==> src/rtl/fifo_pkg.sv <==
// Shared sizing helpers, parameter legality predicates and the per-cycle
// operation encoding for sync_fifo_thresh and its storage sub-module.
package fifo_pkg;

  // Pointer width for a DEPTH-entry array; a 1-entry array still needs one bit.
  function automatic int ptr_width(input int depth);
    return (depth > 1) ? $clog2(depth) : 1;
  endfunction

  // Occupancy needs one more bit than the pointer so it can reach DEPTH.
  function automatic int count_width(input int depth);
    return ptr_width(depth) + 1;
  endfunction

  function automatic bit is_pow2(input int v);
    return (v >= 2) && ((v & (v - 1)) == 0);
  endfunction

  function automatic bit af_level_ok(input int af_lvl, input int depth);
    return (af_lvl >= 1) && (af_lvl <= depth);
  endfunction

  function automatic bit ae_level_ok(input int ae_lvl, input int depth);
    return (ae_lvl >= 0) && (ae_lvl < depth);
  endfunction

  // Accepted operations in one cycle, encoded as {write, read}.
  typedef enum logic [1:0] {
    OP_IDLE  = 2'b00,
    OP_READ  = 2'b01,
    OP_WRITE = 2'b10,
    OP_BOTH  = 2'b11
  } op_e;

endpackage

==> src/rtl/fifo_mem.sv <==
// Simple dual-port storage for sync_fifo_thresh: one synchronous write port and a
// read port that is registered by default or asynchronous when FWFT_EN is defined.
module fifo_mem #(
  parameter int WL    = 4,
  parameter int DEPTH = 4,
  parameter int PW    = 2
) (
  input  logic          clk,
  input  logic          rst,
  input  logic          we,
  input  logic [PW-1:0] waddr,
  input  logic [WL-1:0] wdata,
  input  logic          re,
  input  logic [PW-1:0] raddr,
  output logic [WL-1:0] rdata
);

  logic [WL-1:0] mem [DEPTH];

  // NOTE: the array has no reset; stale words are unreachable because the
  // controller restarts both pointers at 0 and gates reads with EMPTY.
  always_ff @(posedge clk) begin
    if (we) mem[waddr] <= wdata;
  end

`ifdef FWFT_EN
  // Head word falls through; the register-port controls are not needed here.
  assign rdata = mem[raddr];

  logic unused_ok;
  assign unused_ok = ^{rst, re};
`else
  // NOTE: non-blocking assignment reads the pre-write word when the read and
  // write addresses collide (full FIFO with simultaneous read and write).
  always_ff @(posedge clk) begin
    if (rst)     rdata <= '0;
    else if (re) rdata <= mem[raddr];
  end
`endif

endmodule

==> src/rtl/sync_fifo_thresh.sv <==
// Synchronous FIFO with occupancy count, almost-full/almost-empty thresholds and a
// sticky clearable error flag. Define FWFT_EN for first-word-fall-through output.
module sync_fifo_thresh
  import fifo_pkg::*;
#(
  parameter int WL     = 4,
  parameter int DEPTH  = 4,
  parameter int AF_LVL = DEPTH - 1,
  parameter int AE_LVL = 1
) (
  input  logic                          CLK,
  input  logic                          RST,
  input  logic                          wReq,
  input  logic                          rReq,
  input  logic                          clrErr,
  input  logic [WL-1:0]                 din,
  output logic [WL-1:0]                 dout,
  output logic [count_width(DEPTH)-1:0] COUNT,
  output logic                          FULL,
  output logic                          EMPTY,
  output logic                          AFULL,
  output logic                          AEMPTY,
  output logic                          ERROR
);

  localparam int PW = ptr_width(DEPTH);
  localparam int CW = count_width(DEPTH);

  localparam logic [CW-1:0] DEPTH_C = CW'(DEPTH);
  localparam logic [CW-1:0] AF_C    = CW'(AF_LVL);
  localparam logic [CW-1:0] AE_C    = CW'(AE_LVL);

  if (!is_pow2(DEPTH)) begin : g_bad_depth
    $error("sync_fifo_thresh: DEPTH must be a power of two and at least 2");
  end
  if (!af_level_ok(AF_LVL, DEPTH)) begin : g_bad_af
    $error("sync_fifo_thresh: AF_LVL must lie in 1..DEPTH");
  end
  if (!ae_level_ok(AE_LVL, DEPTH)) begin : g_bad_ae
    $error("sync_fifo_thresh: AE_LVL must lie in 0..DEPTH-1");
  end

  logic [PW-1:0] wptr;
  logic [PW-1:0] rptr;
  logic [CW-1:0] count;
  logic          error;

  logic rd_ok;
  logic wr_ok;
  logic reject;
  op_e  op;

  // A full FIFO still takes a write when a read frees the head slot in the same cycle.
  assign rd_ok  = rReq && !EMPTY;
  assign wr_ok  = wReq && (!FULL || rd_ok);
  assign reject = (wReq && FULL && !rReq) || (rReq && EMPTY);

  // NOTE: every variable in an always_comb is assigned first, so no latch can form.
  always_comb begin
    op = OP_IDLE;
    op = op_e'({wr_ok, rd_ok});
  end

  always_ff @(posedge CLK) begin
    if (RST) begin
      wptr  <= '0;
      rptr  <= '0;
      count <= '0;
      error <= 1'b0;
    end else begin
      if (wr_ok) wptr <= wptr + 1'b1;
      if (rd_ok) rptr <= rptr + 1'b1;

      case (op)
        OP_WRITE: count <= count + 1'b1;
        OP_READ:  count <= count - 1'b1;
        default:  count <= count;
      endcase

      // A fresh rejection outranks a clear arriving in the same cycle.
      if (reject)      error <= 1'b1;
      else if (clrErr) error <= 1'b0;
    end
  end

  fifo_mem #(
    .WL    (WL),
    .DEPTH (DEPTH),
    .PW    (PW)
  ) u_mem (
    .clk   (CLK),
    .rst   (RST),
    .we    (wr_ok),
    .waddr (wptr),
    .wdata (din),
    .re    (rd_ok),
    .raddr (rptr),
    .rdata (dout)
  );

  // Flags decode only the registered count, so they change only after CLK.
  assign COUNT  = count;
  assign FULL   = (count == DEPTH_C);
  assign EMPTY  = (count == '0);
  assign AFULL  = (count >= AF_C);
  assign AEMPTY = (count <= AE_C);
  assign ERROR  = error;

endmodule

==> config.mk <==
export PLATFORM = sky130hd
export DESIGN_NAME = sync_fifo_thresh
export DESIGN_NICKNAME = d
export VERILOG_FILES = /design/src/rtl/fifo_pkg.sv /design/src/rtl/fifo_mem.sv /design/src/rtl/sync_fifo_thresh.sv
export SDC_FILE = /design/constraint.sdc
export NUM_CORES = 1
export LEC_CHECK = 0
export ABC_AREA = 1
export CORE_AREA = 2 2 65 67
export DETAILED_ROUTE_END_ITERATION = 10
export DIE_AREA = 0 0 67 69
export GPL_TIMING_DRIVEN = 0
export PLACE_DENSITY = 0.52
export SETUP_SLACK_MARGIN = 0.5
export SLEW_MARGIN = 5
export SYNTH_ARGS = -nofsm -noshare
export SYNTH_HDL_FRONTEND = slang
export SYNTH_SLANG_ARGS = --single-unit
==> constraint.sdc <==
create_clock -name CLK -period 1.9 [get_ports CLK]
set_input_delay 0.57 -clock CLK [delete_from_list [all_inputs] [get_ports CLK]]
set_output_delay 0.57 -clock CLK [all_outputs]
set_load 0.02 [all_outputs]
Yosys cells after proc, flatten, opt, wreduce, memory -nomap -nowiden
Memory sizes are Yosys's and may differ from the RTL's. A register that Yosys moved wholly into a read port is not among the register bits. Cells that the tools add are included.

Input bits: 9. Register bits: 8. Memory bits (writable): 16. Logic and storage cells: 32. Memories kept: 1.

Memory list: u_mem.mem (depth 4, bits a word 4, read ports 1, clocked after Yosys merged registers in 1, write ports 1, line fifo_mem.sv:18) `logic [WL-1:0] mem [DEPTH];`.

$add $sub $neg: 4. Order comparisons: 2. Mux-type cells: 5. Reductions and logical operators: 13. Equality and inequality tests: 3.

Operators by type and width (count): 3-bit one-hot mux with 2 select lines (1); 1-bit logical AND (5); 2-bit by 1-bit adder with 2-bit output, second input constant (2); 1-bit 2-to-1 mux (4); 2-bit nonzero test (2); 3-bit by 1-bit adder with 3-bit output, second input constant (1); 3-bit equality test, second input constant (1); 3-bit by 2-bit >= comparator with 1-bit output, second input constant (1); 3-bit by 1-bit less-or-equal comparator with 1-bit output, second input constant (1); 1-bit logical NOT (3); 3-bit logical NOT (1); 3-bit by 1-bit subtractor with 3-bit output, second input constant (1); 2-bit by 1-bit equality test with 1-bit output, second input constant (1); 2-bit equality test, second input constant (1); 1-bit logical OR (2).

Logic depth before layout (Yosys ltp)
Gate-level depths: netlist of the first run.

Depth after elaboration: 7. Mapped depth: 9.

Cells and area by module
From an unflattened synthesis of the first run, not the netlist that was laid out.

Cells, all modules: 141. Area total of the unflattened synthesis: 1301.2 um^2.

Modules (own cells, without submodules): fifo_mem (instances 1, area an instance 769.5 um^2, cells each 67, sequential area each 560.5 um^2); sync_fifo_thresh (instances 1, area an instance 531.8 um^2, cells each 74, sequential area each 160.2 um^2).

Least setup slack after synthesis of the first run
OpenSTA, ideal clock, no wires.

Path kind: reg-to-output. Start point: reg count[2] (netlist: COUNT[2]). End point: out AFULL. Setup slack: 0.198 ns. Arrival: 1.132 ns. Cell stages (with the launch flop): 5. Cell sequence: dfxtp_1 -> inv_2 -> ha_1 -> nor2_1 -> o21ai_0.

Longest elaborated chain between the ends: 1.

Ends and longest elaborated chain: start, declared (line sync_fifo_thresh.sv:45) `logic [CW-1:0] count;`; start signal, assigned (line sync_fifo_thresh.sv:75) `OP_WRITE: count <= count + 1'b1;`; start signal, assigned (line sync_fifo_thresh.sv:76) `OP_READ: count <= count - 1'b1;`; start signal, assigned (line sync_fifo_thresh.sv:77) `default: count <= count;`; 3-bit by 2-bit >= comparator with 1-bit output (line sync_fifo_thresh.sv:105) `assign AFULL = (count >= AF_C);`; end, declared (line sync_fifo_thresh.sv:21) `output logic AFULL,`.

No other way between the ends.

Worst setup path after layout of the first run
Start point: reg count[1] (netlist: COUNT[1]). End point: out AFULL.

Same word-level chain as after synthesis.

==> results of run 1 <==
power breakdown:
part | switching [W] | internal [W] | leakage (nW) | total, W
logic | 0.000546 | 0.000388 | 0.478 | 0.000933
clock network | 0.000178 | 0.000185 | 0.0288 | 0.000363
registers | 0.0000527 | 0.000731 | 0.248 | 0.000784
worst max-delay path: stages, from the launching register on:
cell	delay, ns
dfxtp_4	0.38
ha_4	0.17
ha_4	0.15
nor2_4	0.07
o21ai_2	0.06
buf_6	0.12
final cells by class:
class / instances / area [um^2] / area share (%)
sequential: 28 / 732 / 40.4
multi-input combinational: 90 / 632 / 34.9
timing repair buffer: 25 / 216 / 11.9
inverter: 22 / 95.1 / 5.25
tap: 50 / 62.6 / 3.45
clock buffer: 4 / 55.1 / 3.04
buffer: 3 / 13.8 / 0.760
timing repair inverter: 1 / 5.00 / 0.276
layer usage:
metal  share of wire [%]  up-vias  wire length, um
met5                   0        -                0
met4                0.37        0               10
met3                 3.9        2              104
met2                  48       12             1280
met1                  48      461             1270
li1                    -      525                -
layout by cell type, fill, tap and decap left out, drive strengths merged, types with 2 or more instances in the layout:
master	instances
nand3	6
nor2	31
o211ai	4
o21ai	12
nand2	17
nand4	2
inv	21
edfxtp	16
ha	9
clkinv	2
a21oi	6
clkdlybuf4s50	5
dfxtp	12
clkbuf	5
buf	20
cell families (layout without fill, tap and decap cells):
logic type,after synthesis,after routing,synth area share (%)
DFF,28,28,53.6
adders and majority gates,9,9,8.37
buffers and inverters,25,55,7.54
AOI/OAI and AO/OA,23,23,10.2
xor gates and xnor gates,2,2,1.30
and+or+nand+nor,56,56,19.0
repair_timing:
item | 4_1_cts | 5_1_grt
gates resized for setup | 68 | 5
setup endpoints to repair | 39 | 34
buffers inserted | 6 | 0
gates cloned | 1 | 0
pin swaps | 4 | 1
worst paths after layout:
check                          to  slack [ns]  cells past startpoint     start
setup / recovery            AFULL        0.11                      5  COUNT[1]
hold / removal              ERROR        0.50                      2     ERROR
setup reg to reg  u_mem.mem[2][1]        0.46                      6  COUNT[1]
hold reg to reg             ERROR        0.50                      2     ERROR
flip-flops by register name, summed over array words and instances, names as in the netlist:
register / flops
wptr: 2
COUNT: 3
u_mem.mem: 16
ERROR: 1
rptr: 2
u_mem.rdata: 4
stage by stage:
stage / setup WS [ns] / util (%)
detailed placement: -0.111 / 42.6
CTS: 0.0989 / 46.1
global placement: -0.113 / 42.6
finish: 0.109 / 46.3
global route: 0.0567 / 46.3
floorplan: 0.461 / -
==> results.yml, run 1 <==
yosys:
  synthFlopType: "edfxtp_1"
  avgSynthCellArea_um2: 9.41
  yosys_warnings: 0
  yosysMostFrequentCell: "nor2_1"
  syn-cell-area_mm2: 0.00135
  async_flop_share_pct: 0
  synth_top_cell_by_area: "edfxtp_1"
  synth_top_area_share_pct: 35.7
  yosys-top-cells-count: "nor2_1, inv_1, edfxtp_1"
  synthCells: 143
  syn-num-nets: 161
  synth-seq-cells: 28
  yosysUniqueCellTypes: 24
  ys_seq_area_share_pct: 53.6
  synth_edf_count: 16
  synthTopCellsByArea: "edfxtp_1, dfxtp_1, ha_1, nor2_1, inv_1"
timing:
  period_needed_ns: 1.79
  clock_skew_ns: 0.00625
  rsz0062_at_grt: "true"
  max-slew-margin-rel_pct: 72.5
  fmax_ghz: 0.558
  fin_setup_tns_ns: 0
  finalMaxSlewViolations: 0
  worst_slew_pin_slew_ns: 0.412
  final_hold_viol_count: 0
  min_period_over_period_pct: 94.2
  setup_viol: 0
  holdWs_ns: 0.496
routing:
  drc: 0
  via_per_inst: 4.48
  wl_per_cell_um: 12.0
  wirelength_um: 2670
  first_iter_violations: 13
  detail_route.first_pass.iterations: 4
  ant_nets: 0
  num_vias: 1000
floorplan:
  die_y_um: 69
  dieWidth_um: 67
  dieArea_mm2: 0.00462
  start_util_pct: 34.4
  placementRows: 23
  boundaryPins: 21
  coreArea_mm2: 0.00391
global_route:
  antenna_found_initial: 0
  overflow: 0
  grt_util_met1_pct: 17.3
  grtUsageMet2_pct: 20.6
  grt_start_max_net_pins: 16
  grt_pass1_vias: 1005
  grtUsageTotal_pct: 12.9
  grt_pass1_wl_um: 4710
  use_met3_pct: 4.24
  busiest_layer: "met2"
power_and_ir_drop:
  powerDensity_mw_per_mm2: 1150
  power_w: 0.00208
  p_leak_nw: 0.754
  peakVddDrop_uv: 655
cts:
  cts.sinks: 28
  cts-root-buf: "clkbuf_8"
  clk_latency_ns: 0.27
  clk_path_buf_depth: 2
  cts_tree: "yes"
  clkTransAtPathRegs_ns: 0.09
  cts_hold_buf: 0
  cts_made_buffers: 3
  htreeDepth: 1
run:
  maxCapViolCount: 0
final_layout:
  final_cells: 223
  final_cell_area_mm2: 0.00181
  antenna_cells: 0
  nets: 192
  synthToLayoutAreaGrowth_pct: 34.7
  fillers: 397
  layout-drive-gt1-share_pct: 31.8
min_path:
  hp-class: "register to register"
setup_path:
  crit_path_start_kind: "register"
  cp.arrival_ns: 1.22
  cp_max_fo: 4
  end_kind: "primary output"
  cp.required_ns: 1.33
  critPathKind: "register to primary output"
placed_design:
  dp.cells: 212
  gp_congestion: 0.741
  placed_area_mm2: 0.00167
  numPortBuffers: 19
  hpwl_um: 1910
run_status:
  status: "finished, final reports clean"
Power figures use the tool's default switching activity.
==> run 2: changes to the inputs <==
--- a/config.mk
+++ b/config.mk
@@ -13,3 +13,2 @@
 export PLACE_DENSITY = 0.52
-export SETUP_SLACK_MARGIN = 0.5
 export SLEW_MARGIN = 5
==> constraint.sdc (replaced) <==
create_clock -name CLK -period 1.9 [get_ports CLK]
set_input_delay 0.19 -clock CLK [delete_from_list [all_inputs] [get_ports CLK]]
set_output_delay 0.19 -clock CLK [all_outputs]
set_load 0.02 [all_outputs]
==> results.yml, run 2 (synthesis gave the netlist of run 1 again) <==
run_status:
  status: "finished, final reports clean"
global_route:
  overflow: 0
  antenna_found_initial: 0
  grtUsageTotal_pct: 11.7
  grt_pass1_wl_um: 4130
  grt_pass1_vias: 868
  grt_start_max_net_pins: 16
final_layout:
  final_cell_area_mm2: 0.00164
  largest_reg_flops: 16
  multi_input_area_um2: 523
  nets: 185
  synthToLayoutAreaGrowth_pct: 22.2
  mostFrequentLayoutCell: "nor2_1"
  layout_common_cells: "nor2_1, inv_1, edfxtp_1, clkdlybuf4s50_1, nand2_1"
  regMostFlops: "u_mem.mem"
  fillers: 413
  layout-drive-gt1-share_pct: 10.8
  regArea_um2: 723
  antenna_cells: 0
  final_core_util_pct: 42.0
power_and_ir_drop:
  p_leak_nw: 0.693
  power_w: 0.00183
  powerDensity_mw_per_mm2: 1110
  peakVddDrop_uv: 537
timing:
  setup_viol: 0
  worst_slew_pin_slew_ns: 0.407
  max-slew-margin-rel_pct: 72.8
  min_period_over_period_pct: 93.4
  final_hold_viol_count: 0
  fmax_ghz: 0.563
  rsz0062_at_grt: "false"
  period_needed_ns: 1.78
  holdWs_ns: 0.202
  finalMaxSlewViolations: 0
  clock_skew_ns: 0.00287
  fin_setup_tns_ns: 0
cts:
  cts.sinks: 28
  cts_tree: "yes"
  htreeDepth: 1
  cts_hold_buf: 0
  postCtsSetupRepairBufs: 0
  cts_made_buffers: 3
  clkTransAtPathRegs_ns: 0.09
  clk_path_buf_depth: 2
  clk_latency_ns: 0.27
  cts-root-buf: "clkbuf_8"
min_path:
  min_to: "rptr[1]"
  holdPathStages: 2
  hp-class: "input port to register"
  hp-start: "RST"
routing:
  wl_per_cell_um: 11.5
  drc: 0
  wirelength_um: 2490
  ant_nets: 0
  num_vias: 962
  via_per_inst: 4.45
  first_iter_violations: 64
  detail_route.first_pass.iterations: 4
floorplan:
  coreArea_mm2: 0.00391
  start_util_pct: 34.4
  placementRows: 23
  boundaryPins: 21
  die_y_um: 69
  dieArea_mm2: 0.00462
  dieWidth_um: 67
run:
  maxCapViolCount: 0
setup_path:
  crit_path_max_incr_delay_ns: 0.35
  rr_endpoint: "u_mem.mem[1][2]"
  critPathKind: "register to primary output"
  cp_max_fo: 6
  path_delay_family: "buffers and inverters"
  cpMaxStageDelayCell: "dfxtp_2"
  rr_startpoint: "COUNT[0]"
  critPathBufInv: 3
  crit_path_start_kind: "register"
  ff2ff_path_depth: 5
  cp.required_ns: 1.71
  ff2ff_setup_slack_ns: 0.22
  cp.arrival_ns: 1.59
  crit_path_frequent_cell: "inv_1"
  end_kind: "primary output"
  path_cells: "inv_1, ha_1, nand2_2, inv_1, dlygate4sd2_1"
placed_design:
  gp_congestion: 0.704
  placed_area_mm2: 0.00160
  hpwl_um: 1860
  numPortBuffers: 19
## run 2: cell types whose count changed in the layout (fill, tap and decap cells not counted), moves of 4 or more
cell             delta
nor2_1              +6
inv_1               +4
buf_4               -7
buf_2               -6
nor2_4              -5
clkdlybuf4s50_1    +10
buf_6               -4
## run 2: per-layer routing
layer / GRT usage, % / vias to the layer above / wire, um
li1: - / 509 / -
met1: 16.3 / 438 / 1250
met2: 17.9 / 13 / 1130
met3: 3.43 / 2 / 94
met4: 2.72 / 0 / 17
met5: 0 / - / 0
## run 2: worst max path at each step
stage / from / cells past startpoint / slack [ns] / to
6_report: COUNT[0] / 5 / 0.12 / FULL
5_1_grt: COUNT[1] / 5 / 0.003 / FULL
3_5_place_dp: COUNT[0] / 5 / 0.12 / FULL
2_1_floorplan: COUNT[0] / 5 / 0.27 / u_mem.mem[0][0]
3_3_place_gp: rReq / 3 / 0.16 / u_mem.mem[0][3]
4_1_cts: COUNT[1] / 5 / 0.03 / AEMPTY
## run 2: what timing repair did
item                                    in CTS  in global routing
gates resized for setup                      4                  2
endpoints found under the setup margin       3                  3
gates cloned                                 0                  0
endpoints found under the hold margin        0                  0
## run 2: through the flow
stage	std cells	setup slack [ns]
3_3_place_gp	212	0.161
4_1_cts	216	0.0306
3_5_place_dp	212	0.125
6_report	216	0.125
5_1_grt	216	0.00261
2_1_floorplan	143	0.271
## run 2: area by class of cell
class,count,share of cell area (%)
Buffer,3,0.837
Clock buffer,3,2.51
Clock inverter,1,0.228
Inverter,22,5.33
Multi-Input combinational cell,90,31.8
Sequential cell,28,44.0
Tap cell,50,3.81
Timing Repair Buffer,19,11.5
## run 2: power breakdown
| group | total [W] | internal (W) | switching [W] | leakage [nW] |
|---|---|---|---|---|
| combinational | 0.000735 | 0.000293 | 0.000442 | 0.423 |
| clock | 0.000323 | 0.000145 | 0.000178 | 0.0231 |
| sequential | 0.000773 | 0.000725 | 0.0000482 | 0.246 |
